`src/rtl/demux_1xn_stream.sv`:
```
// demux_1xn_stream: registered, flow-controlled 1-to-CH stream demultiplexer.
// Each accepted input word is steered by select s into a one-entry output
// register per channel. Each channel has its own valid/ready handshake.
// Optional feature macro: DEMUX_BCAST_EN adds a bcast input. A broadcast
// writes the word to all channels at once, and only when every channel can
// take it.
module demux_1xn_stream #(
    parameter int n  = 3,
    parameter int CH = 8,
    parameter int W  = 8
) (
    input  logic            clk,
    input  logic            rst_n,
    input  logic [W-1:0]    f,
    input  logic            en,
    input  logic [n-1:0]    s,
`ifdef DEMUX_BCAST_EN
    input  logic            bcast,
`endif
    output logic            rdy,
    output logic [CH*W-1:0] y,
    output logic [CH-1:0]   y_vld,
    input  logic [CH-1:0]   y_rdy,
    output logic            err
);

    // Select compare width: one extra bit so that CH == 2**n is representable.
    localparam int            NW      = n + 1;
    localparam logic [NW-1:0] CH_LIMIT = NW'(CH);

    logic [CH*W-1:0] y_q;
    logic [CH*W-1:0] y_d;
    logic [CH-1:0]   y_vld_q;
    logic [CH-1:0]   y_vld_d;
    logic            err_q;
    logic            err_d;

    logic [CH-1:0]   free_s;
    logic [CH-1:0]   sel_oh_s;
    logic [CH-1:0]   load_s;
    logic            sel_ok_s;
    logic            sel_free_s;
    logic            bcast_s;
    logic            drop_s;

    // Broadcast request qualifier; constant zero when the feature is not built.
`ifdef DEMUX_BCAST_EN
    assign bcast_s = en & bcast;
`else
    assign bcast_s = 1'b0;
`endif

    // Channel availability, select decode and input-ready computation.
    always_comb begin
        free_s     = ~y_vld_q | y_rdy;
        sel_ok_s   = ({1'b0, s} < CH_LIMIT);
        sel_oh_s   = '0;
        for (int i = 0; i < CH; i++) begin
            sel_oh_s[i] = ({1'b0, s} == NW'(i));
        end
        sel_free_s = |(sel_oh_s & free_s);
        if (bcast_s) begin
            rdy = &free_s;
        end else if (sel_ok_s) begin
            rdy = sel_free_s;
        end else begin
            // Out-of-range selects are always taken and then dropped, so the
            // producer can never deadlock on them.
            rdy = 1'b1;
        end
    end

    // Per-channel load strobes and dropped-word detection.
    always_comb begin
        load_s = '0;
        for (int i = 0; i < CH; i++) begin
            load_s[i] = en & rdy & (bcast_s | (sel_ok_s & sel_oh_s[i]));
        end
        drop_s = en & ~bcast_s & ~sel_ok_s;
    end

    // Next-state for the channel registers: a load wins over a drain.
    // Data is held (not cleared) on drain.
    always_comb begin
        y_d     = y_q;
        y_vld_d = y_vld_q;
        err_d   = drop_s;
        for (int i = 0; i < CH; i++) begin
            if (load_s[i]) begin
                y_d[i*W +: W] = f;
                y_vld_d[i]    = 1'b1;
            end else if (y_rdy[i]) begin
                y_vld_d[i]    = 1'b0;
            end else begin
                y_vld_d[i]    = y_vld_q[i];
            end
        end
    end

    // State registers with synchronous active-low reset.
    always_ff @(posedge clk) begin
        if (!rst_n) begin
            y_q     <= '0;
            y_vld_q <= '0;
            err_q   <= 1'b0;
        end else begin
            y_q     <= y_d;
            y_vld_q <= y_vld_d;
            err_q   <= err_d;
        end
    end

    assign y     = y_q;
    assign y_vld = y_vld_q;
    assign err   = err_q;

endmodule

```
`config.mk`:
```
export PLATFORM = sky130hd
export DESIGN_NAME = demux_1xn_stream
export DESIGN_NICKNAME = d
export VERILOG_FILES = /design/src/rtl/demux_1xn_stream.sv
export SDC_FILE = /design/constraint.sdc
export NUM_CORES = 1
export LEC_CHECK = 0
export CORE_MARGIN = 2
export CORE_UTILIZATION = 45
export DETAILED_ROUTE_END_ITERATION = 10
export GPL_TIMING_DRIVEN = 1
export PLACE_DENSITY_LB_ADDON = 0.25
export SETUP_SLACK_MARGIN = 0.5
export SYNTH_ARGS = -nofsm -noshare
export SYNTH_HDL_FRONTEND = slang
export SYNTH_SLANG_ARGS = --single-unit
export TNS_END_PERCENT = 50
```
`constraint.sdc`:
```
create_clock -name clk -period 2.7 [get_ports clk]
set_clock_uncertainty 0.05 [all_clocks]
set_input_delay 0.27 -clock clk [delete_from_list [all_inputs] [get_ports clk]]
set_output_delay 0.27 -clock clk [all_outputs]
set_load 0.01 [all_outputs]
```
-- Yosys cells after proc, flatten, opt, wreduce, memory -nomap -nowiden
Cells that the tools add are included.
- bits in registers: 72
- bits in latches: 0
- RAM bits: 0
- memory bits (read-only): 0
- input port bits: 22
- output and inout bits: 74
- word-level logic and storage cells: 61
- memories: 0
- add/subtract/negate cells: 0
- multiply operators: 0
- divide/modulo/power cells: 0
- order comparisons: 0
- equality and inequality tests: 7
- shift operators: 0
- mux-type cells: 16
- bitwise operators: 12
- reduce and logical (&&, ||, !) cells: 10
- operator list (cell ; count):
    1-bit two-way mux ; 16
    2-bit nonzero test ; 8
    3-bit equality test, second input constant ; 4
    1-bit bitwise AND ; 9
    8-bit bitwise AND ; 1
    8-bit inverter ; 1
    8-bit OR ; 1
    8-bit OR reduction ; 1
    3-bit by 2-bit equality test with 1-bit output, second input constant ; 2
    3-bit by 1-bit equality test with 1-bit output, second input constant ; 1
    3-bit zero test ; 1

-- Logic depth before layout (Yosys ltp)
Gate-level depths: netlist of the first run.
- word-level depth: 7
- depth in mapped cells: 5
- depth with buffers taken out: 3

-- Worst setup path after synthesis of the first run
Ideal clock, no wire load.
- kind: register -> output
- start: reg y_vld_q[0] (netlist: y_vld[0])
- end: out rdy
- arrival time: 1222 ps
- data required time: 2380 ps
- setup slack: 1158 ps
- stages on the path, launching flop included: 4
- buffers on the path: 0
- path through: dfxtp_1 > nor2b_1 > mux4_2 > mux2i_1
- cells in the longest elaborated chain, start to end: 4
- RTL lines (element ; RTL line ; source):
    start, declared ; 33 ; logic [CH-1:0] y_vld_q;
    start signal, assigned ; 108 ; y_vld_q <= y_vld_d;
    8-bit inverter ; 55 ; free_s = ~y_vld_q | y_rdy;
    8-bit OR ; 55 ;
    8-bit bitwise AND ; 61 ; sel_free_s = |(sel_oh_s & free_s);
    8-bit OR reduction ; 61 ;
    end, declared ; 20 ; output logic rdy,
Every way passes these cells.

-- Worst setup path in the final report of the first run
- start: reg y_vld_q[7] (netlist: y_vld[7])
- end: out rdy
Same word-level chain as after synthesis.

==> results of run 1 <==
[metrics by stage]
step           power, mW  hold slack (ps)
2_1_floorplan       1.23              436
3_3_place_gp        1.33              408
3_5_place_dp        1.34              420
4_1_cts             2.13              430
5_1_grt             2.20              450
6_report            2.12              424
[sequential cells by signal, summed over array words and instances (netlist names)]
signal	cells
y_vld	8
y	64
[layout make-up]
type	instances	area, µm²
Fill cell	592	2490
Clock buffer	12	135
Clock inverter	4	45.0
Tap cell	80	100
Timing Repair Buffer	105	1020
Sequential cell	72	1440
Multi-Input combinational cell	236	1530
[placed cells by master, fill, tap and decap left out, types with 2 or more instances in the layout]
| cell | instances |
|---|---|
| dfxtp_1 | 72 |
| buf_4 | 11 |
| clkbuf_1 | 3 |
| nand2b_1 | 8 |
| nor2b_2 | 3 |
| o21ai_1 | 7 |
| nor2b_1 | 5 |
| a21boi_0 | 55 |
| mux4_2 | 2 |
| nand4bb_1 | 3 |
| clkdlybuf4s50_1 | 91 |
| a21boi_1 | 17 |
| clkinv_2 | 3 |
| nand3_1 | 64 |
| nand4b_1 | 3 |
| and4bb_2 | 2 |
| o21ai_0 | 56 |
| and4b_1 | 3 |
| clkbuf_8 | 9 |
[routing by layer]
metal | part of all wire, % | global-route usage (%) | vias up | routed length, µm
li1 | - | - | 1406 | -
met1 | 45 | 30.9 | 1383 | 3800
met2 | 45 | 33.7 | 112 | 3830
met3 | 8.1 | 5.21 | 12 | 684
met4 | 1.4 | 8.39 | 0 | 119
met5 | 0 | 0 | - | 0
[critical path, cell delays in order, from the launching register on]
cell	delay, ps
dfxtp_1	330
nor2b_2	210
mux4_2	490
mux2i_2	190
clkbuf_2	170
[cells by family (layout without fill, tap and decap cells)]
group | after synthesis | count (layout) | synth area share [%]
AOI/OAI and AO/OA | 136 | 136 | 27.7
buffers and inverters | 37 | 121 | 5.17
DFF | 72 | 72 | 46.2
muxes | 3 | 3 | 1.76
other | 1 | 1 | 0.120
and+or+nand+nor | 96 | 96 | 19.0
[worst max path at each step]
| stage | from | to | depth (start not counted) | slack, ps |
|---|---|---|---|---|
| floorplan | y_vld[0] | rdy | 3 | 1160 |
| global placement | s[2] | rdy | 4 | 230 |
| detailed placement | s[2] | rdy | 4 | 240 |
| CTS | s[2] | rdy | 4 | 520 |
| global route | y_vld[7] | rdy | 4 | 580 |
| finish | y_vld[7] | rdy | 4 | 660 |
[power breakdown]
part | total, mW | switching, mW | internal, mW
Sequential | 1.10 | 0.0122 | 1.08
Clock | 0.806 | 0.383 | 0.423
Combinational | 0.220 | 0.109 | 0.111
[what timing repair did]
action	in CTS	in global routing
hold buffers	0	0
gates resized for setup	4	4
endpoints found under the setup margin	1	1
==> impl_metrics.py, run 1 <==
metrics = {
    "floorplan": {
        "rows": 30,
        "start_util_pct": 46.2,
        "io_pins": 96,
        "core_um2": 6760,
        "dieArea_um2": 7620,
        "die_h_um": 87.3,
        "dieWidth_um": 87.3,
    },
    "yosys": {
        "synth_edf_count": 0,
        "ys_warn_count": 0,
        "synth_ff_type": "dfxtp_1",
        "yosys.area.top_type": "dfxtp_1",
        "ys_async_sr_fraction_pct": 0,
        "postSynthCellCount": 345,
        "synth_most_common_cell": "dfxtp_1",
        "synth_area_per_cell_um2": 9.04,
        "synth_area_um2": 3120,
        "synth.yosys.seq_area_share_pct": 46.2,
        "synth_top_cells_by_count": "dfxtp_1 (72), nand3_1 (64), o21ai_0 (56)",
        "yosysUniqueCellTypes": 26,
        "syn_nets": 367,
        "synth_seq_cells": 72,
        "synth_area_leaders": "dfxtp_1 (46%), a21boi_0 (13%), nand3_1 (10%)",
        "yosys.area.top_type_share_pct": 46.2,
    },
    "power_and_ir_drop": {
        "p_leak_nw": 1.39,
        "vdd_drop_max_v": 0.000279,
        "power.density_nw_per_um2": 497,
    },
    "clocking": {
        "postCtsSetupBuffers": 0,
        "cts_tree": "built",
        "h-tree-depth": 3,
        "root_buffer": "clkbuf_8",
        "cts_buffers": 9,
        "insertion_delay_ps": 340,
        "clkTransAtPathRegs_ps": 70,
        "cts_buffer_depth": 2,
        "clock_sinks": 72,
    },
    "routing": {
        "vias_per_cell": 5.72,
        "ant_nets": 0,
        "wl_mm": 8.44,
        "drtPass1Iterations": 5,
        "drcViolationCount": 0,
        "post_drt_wl_per_cell_um": 16.6,
        "drtIter0Drc": 233,
        "dr_total_vias": 2913,
    },
    "hold_path": {
        "min_to": "y[0]",
        "holdCritStartpoint": "y[0]",
        "hp-class": "reg -> reg",
        "hold_depth": 2,
    },
    "global_route": {
        "grt_pass1_vias": 2628,
        "grt.total_usage_pct": 22.3,
        "antenna_found_initial": 0,
        "grt_pass1_wl_mm": 13.1,
        "grt_max_degree": 73,
        "overflow": 0,
    },
    "critical_path": {
        "path_max_fanout": 9,
        "ff2ff_setup_slack_ps": 1450,
        "worst-r2r-cell-count": 4,
        "crit_required_ps": 2380,
        "cp-start-kind": "flip-flop",
        "path_class": "reg -> out",
        "r2r_end": "y[48]",
        "cp.arrival_ps": 1720,
        "endpoint_kind": "primary output",
        "rr_startpoint": "y_vld[6]",
    },
    "timing": {
        "max_freq_ghz": 0.489,
        "hold_violations": 0,
        "rsz0062_at_grt": "no",
        "tns_ps": 0,
        "period_needed_ps": 2040,
        "slew_viol_final": 0,
        "setup_ws_ps": 656,
        "finalSetupViolCount": 0,
        "tightestPinTransition_ps": 978,
        "slew_headroom_pct": 34.8,
        "timing.final.crit_share_pct": 75.7,
    },
    "placed_design": {
        "placed_area_um2": 4080,
        "hpwl_mm": 5.66,
        "gp_congestion": 0.799,
        "io_buffers": 94,
        "placedCellCount": 493,
        "post-place-ws_ps": 238,
    },
    "cells_and_area": {
        "area_growth_pct": 36.7,
        "layout-drive-gt1-share_pct": 8.39,
        "post-route-util_pct": 63.1,
        "final_cells": 509,
        "postLayoutCellArea_um2": 4270,
        "diodes": 0,
        "fin_nets": 446,
    },
    "run": {
        "cap_violations": 0,
    },
    "status": {
        "outcome": "finished clean",
    },
}
No activity file was read; power rests on OpenSTA's default activity.
==> run 2, diff against run 1 <==
--- a/config.mk
+++ b/config.mk
@@ -6,7 +6,7 @@
 export NUM_CORES = 1
 export LEC_CHECK = 0
 export CORE_MARGIN = 2
-export CORE_UTILIZATION = 45
+export CORE_UTILIZATION = 42
 export DETAILED_ROUTE_END_ITERATION = 10
 export GPL_TIMING_DRIVEN = 1
 export PLACE_DENSITY_LB_ADDON = 0.25
==> constraint.sdc (replaced) <==
create_clock -name clk -period 1.72 [get_ports clk]
set_clock_uncertainty 0.05 [all_clocks]
set_input_delay 0.172 -clock clk [delete_from_list [all_inputs] [get_ports clk]]
set_output_delay 0.172 -clock clk [all_outputs]
set_load 0.01 [all_outputs]
==> run 2 against run 1 <==
Final cell count is 8.8% higher. Sequential power is 56% higher. The flow now finishes with violations (setup timing). Register-to-register slack lost 860 ps. Critical path depth did not move. Via count rose by 2.9%.
==> impl_metrics.py, run 2 (synthesis results as in run 1) <==
metrics = {
    "status": {
        "outcome": "finished, violations left",
        "violations": "setup timing",
    },
    "run": {
        "cap_violations": 0,
    },
    "timing": {
        "setup_ws_ps": -87.2,
        "max_freq_ghz": 0.553,
        "tns_ps": -87.2,
        "period_needed_ps": 1810,
        "hold_slack_ps": 369,
        "hold_violations": 0,
        "finalSetupViolCount": 1,
        "slew_viol_final": 0,
        "timing.final.crit_share_pct": 105,
        "rsz0062_at_grt": "yes",
    },
    "cells_and_area": {
        "post-route-util_pct": 62.5,
        "postLayoutCellArea_um2": 4510,
        "fin_nets": 472,
        "layout-drive-gt1-share_pct": 20.3,
        "largest_register_ffs": 64,
        "final_common_cell": "dfxtp_1",
        "area_growth_pct": 44.4,
        "final_cells": 554,
        "layout_common_cells": "dfxtp_1 (65), nand3_1 (64), o21ai_0 (55), a21boi_0 (54), dlygate4sd2_1 (46)",
    },
    "hold_path": {
        "hp-class": "in -> reg",
        "holdCritStartpoint": "s[2]",
        "min_to": "y_vld[4]",
        "hold_depth": 4,
    },
    "floorplan": {
        "core_um2": 7210,
        "dieWidth_um": 90.2,
        "io_pins": 96,
        "dieArea_um2": 8140,
        "die_h_um": 90.2,
        "rows": 31,
        "start_util_pct": 43.3,
    },
    "clocking": {
        "cts_buffers": 9,
        "clock_sinks": 72,
        "root_buffer": "clkbuf_8",
        "cts_buffer_depth": 2,
        "h-tree-depth": 3,
        "cts_tree": "built",
        "clkTransAtPathRegs_ps": 70,
        "insertion_delay_ps": 330,
    },
    "power_and_ir_drop": {
        "netSwitchingFraction_pct": 23.6,
        "p_clk_share_pct": 35.7,
        "internal-power_mw": 2.48,
        "vdd_drop_max_v": 0.000549,
        "seqPwrFrac_pct": 52.9,
        "share_comb_of_total_power_pct": 11.3,
        "p_leak_nw": 1.77,
        "power_switching_mw": 0.768,
        "power.density_nw_per_um2": 721,
        "finalPower_mw": 3.25,
    },
    "critical_path": {
        "worst-r2r-cell-count": 4,
        "crit_required_ps": 1500,
        "path_max_fanout": 2,
        "path_class": "reg -> out",
        "ff2ff_setup_slack_ps": 590,
        "cp.arrival_ps": 1590,
        "cpPeakStageDelay_ps": 470,
        "cp-start-kind": "flip-flop",
        "endpoint_kind": "primary output",
        "crit_chain": "nor2b_4 -> mux4_2 -> mux2i_2 -> buf_2",
        "rr_startpoint": "y_vld[7]",
        "r2r_end": "y[62]",
        "critPathSlowestCell": "mux4_2",
    },
    "placed_design": {
        "placed_area_um2": 4370,
        "io_buffers": 94,
        "gp_congestion": 0.871,
        "post-place-ws_ps": -534,
        "placedCellCount": 536,
        "hpwl_mm": 6.09,
    },
    "routing": {
        "drcViolationCount": 0,
        "drtIter0Drc": 156,
        "vias_per_cell": 5.41,
        "post_drt_wl_per_cell_um": 16.2,
        "ant_nets": 0,
        "dr_total_vias": 2998,
        "drtPass1Iterations": 4,
        "wl_mm": 8.98,
    },
    "global_route": {
        "overflow": 0,
        "antenna_found_initial": 1,
        "grt_pass1_vias": 2832,
        "grt_pass1_wl_mm": 14.6,
        "grt_max_degree": 73,
        "grt.total_usage_pct": 22.6,
    },
}
[run 2: cell types whose count changed in the layout (fill, tap and decap cells not counted), moves of 8 or more]
cell,change
clkdlybuf4s50_1,-74
dlygate4sd2_1,+46
buf_4,+22
clkdlybuf4s15_1,+20
buf_2,+9
nor2b_4,+8
[run 2: critical path: cells and delay by family, from the launching register on]
| family | cells | cell delay, ps |
|---|---|---|
| buffers and inverters | 1 | 180 |
| muxes | 2 | 630 |
| DFF | 1 | 320 |
| and+or+nand+nor | 1 | 130 |
[run 2: layer usage]
layer / global-route usage [%] / vias up / part of all wire [%]
met5: 0 / - / 0
met4: 7.95 / 0 / 2.2
met3: 7.04 / 14 / 7.2
met2: 34.5 / 96 / 46
met1: 30.2 / 1428 / 44
li1: - / 1460 / -
[run 2: power groups by stage]
| stage | clock [mW] | combinational (mW) | sequential, mW |
|---|---|---|---|
| after floorplan | 0 | 0.162 | 1.77 |
| after detailed placement | 0 | 0.383 | 1.76 |
| after global routing | 1.25 | 0.396 | 1.72 |
| after global placement | 0 | 0.375 | 1.76 |
| final | 1.16 | 0.368 | 1.72 |
| after CTS | 1.19 | 0.359 | 1.72 |
[run 2: final cells by class]
type | count | area [µm²]
Multi-Input combinational cell | 236 | 1630
Sequential cell | 72 | 1450
Antenna cell | 1 | 2.50
Clock buffer | 15 | 166
Fill cell | 667 | 2710
Tap cell | 99 | 124
Timing Repair Buffer | 131 | 1140
[run 2: how the worst max path moves through the flow]
stage | startpoint | to | slack, ps | depth (start not counted)
floorplan | y_vld[6] | rdy | 360 | 3
global placement | s[2] | rdy | -500 | 4
detailed placement | s[2] | rdy | -530 | 4
CTS | y_vld[7] | rdy | -110 | 4
global route | y_vld[7] | rdy | -160 | 4
finish | y_vld[7] | rdy | -90 | 4
[run 2: repair_timing]
action                     CTS  global route
setup buffers                0             2
pin swaps                    0             1
setup endpoints to repair  140            49
hold buffers                 0             0
resized for setup          114            33
hold endpoints to repair     0             0
==> run 3, diff against run 2 <==
--- a/config.mk
+++ b/config.mk
@@ -5,6 +5,7 @@
 export SDC_FILE = /design/constraint.sdc
 export NUM_CORES = 1
 export LEC_CHECK = 0
+export CAP_MARGIN = 10
 export CORE_MARGIN = 2
 export CORE_UTILIZATION = 42
 export DETAILED_ROUTE_END_ITERATION = 10
==> results of run 3 <==
Same layout as run 2: the final DEF is identical, and so are final timing and power.
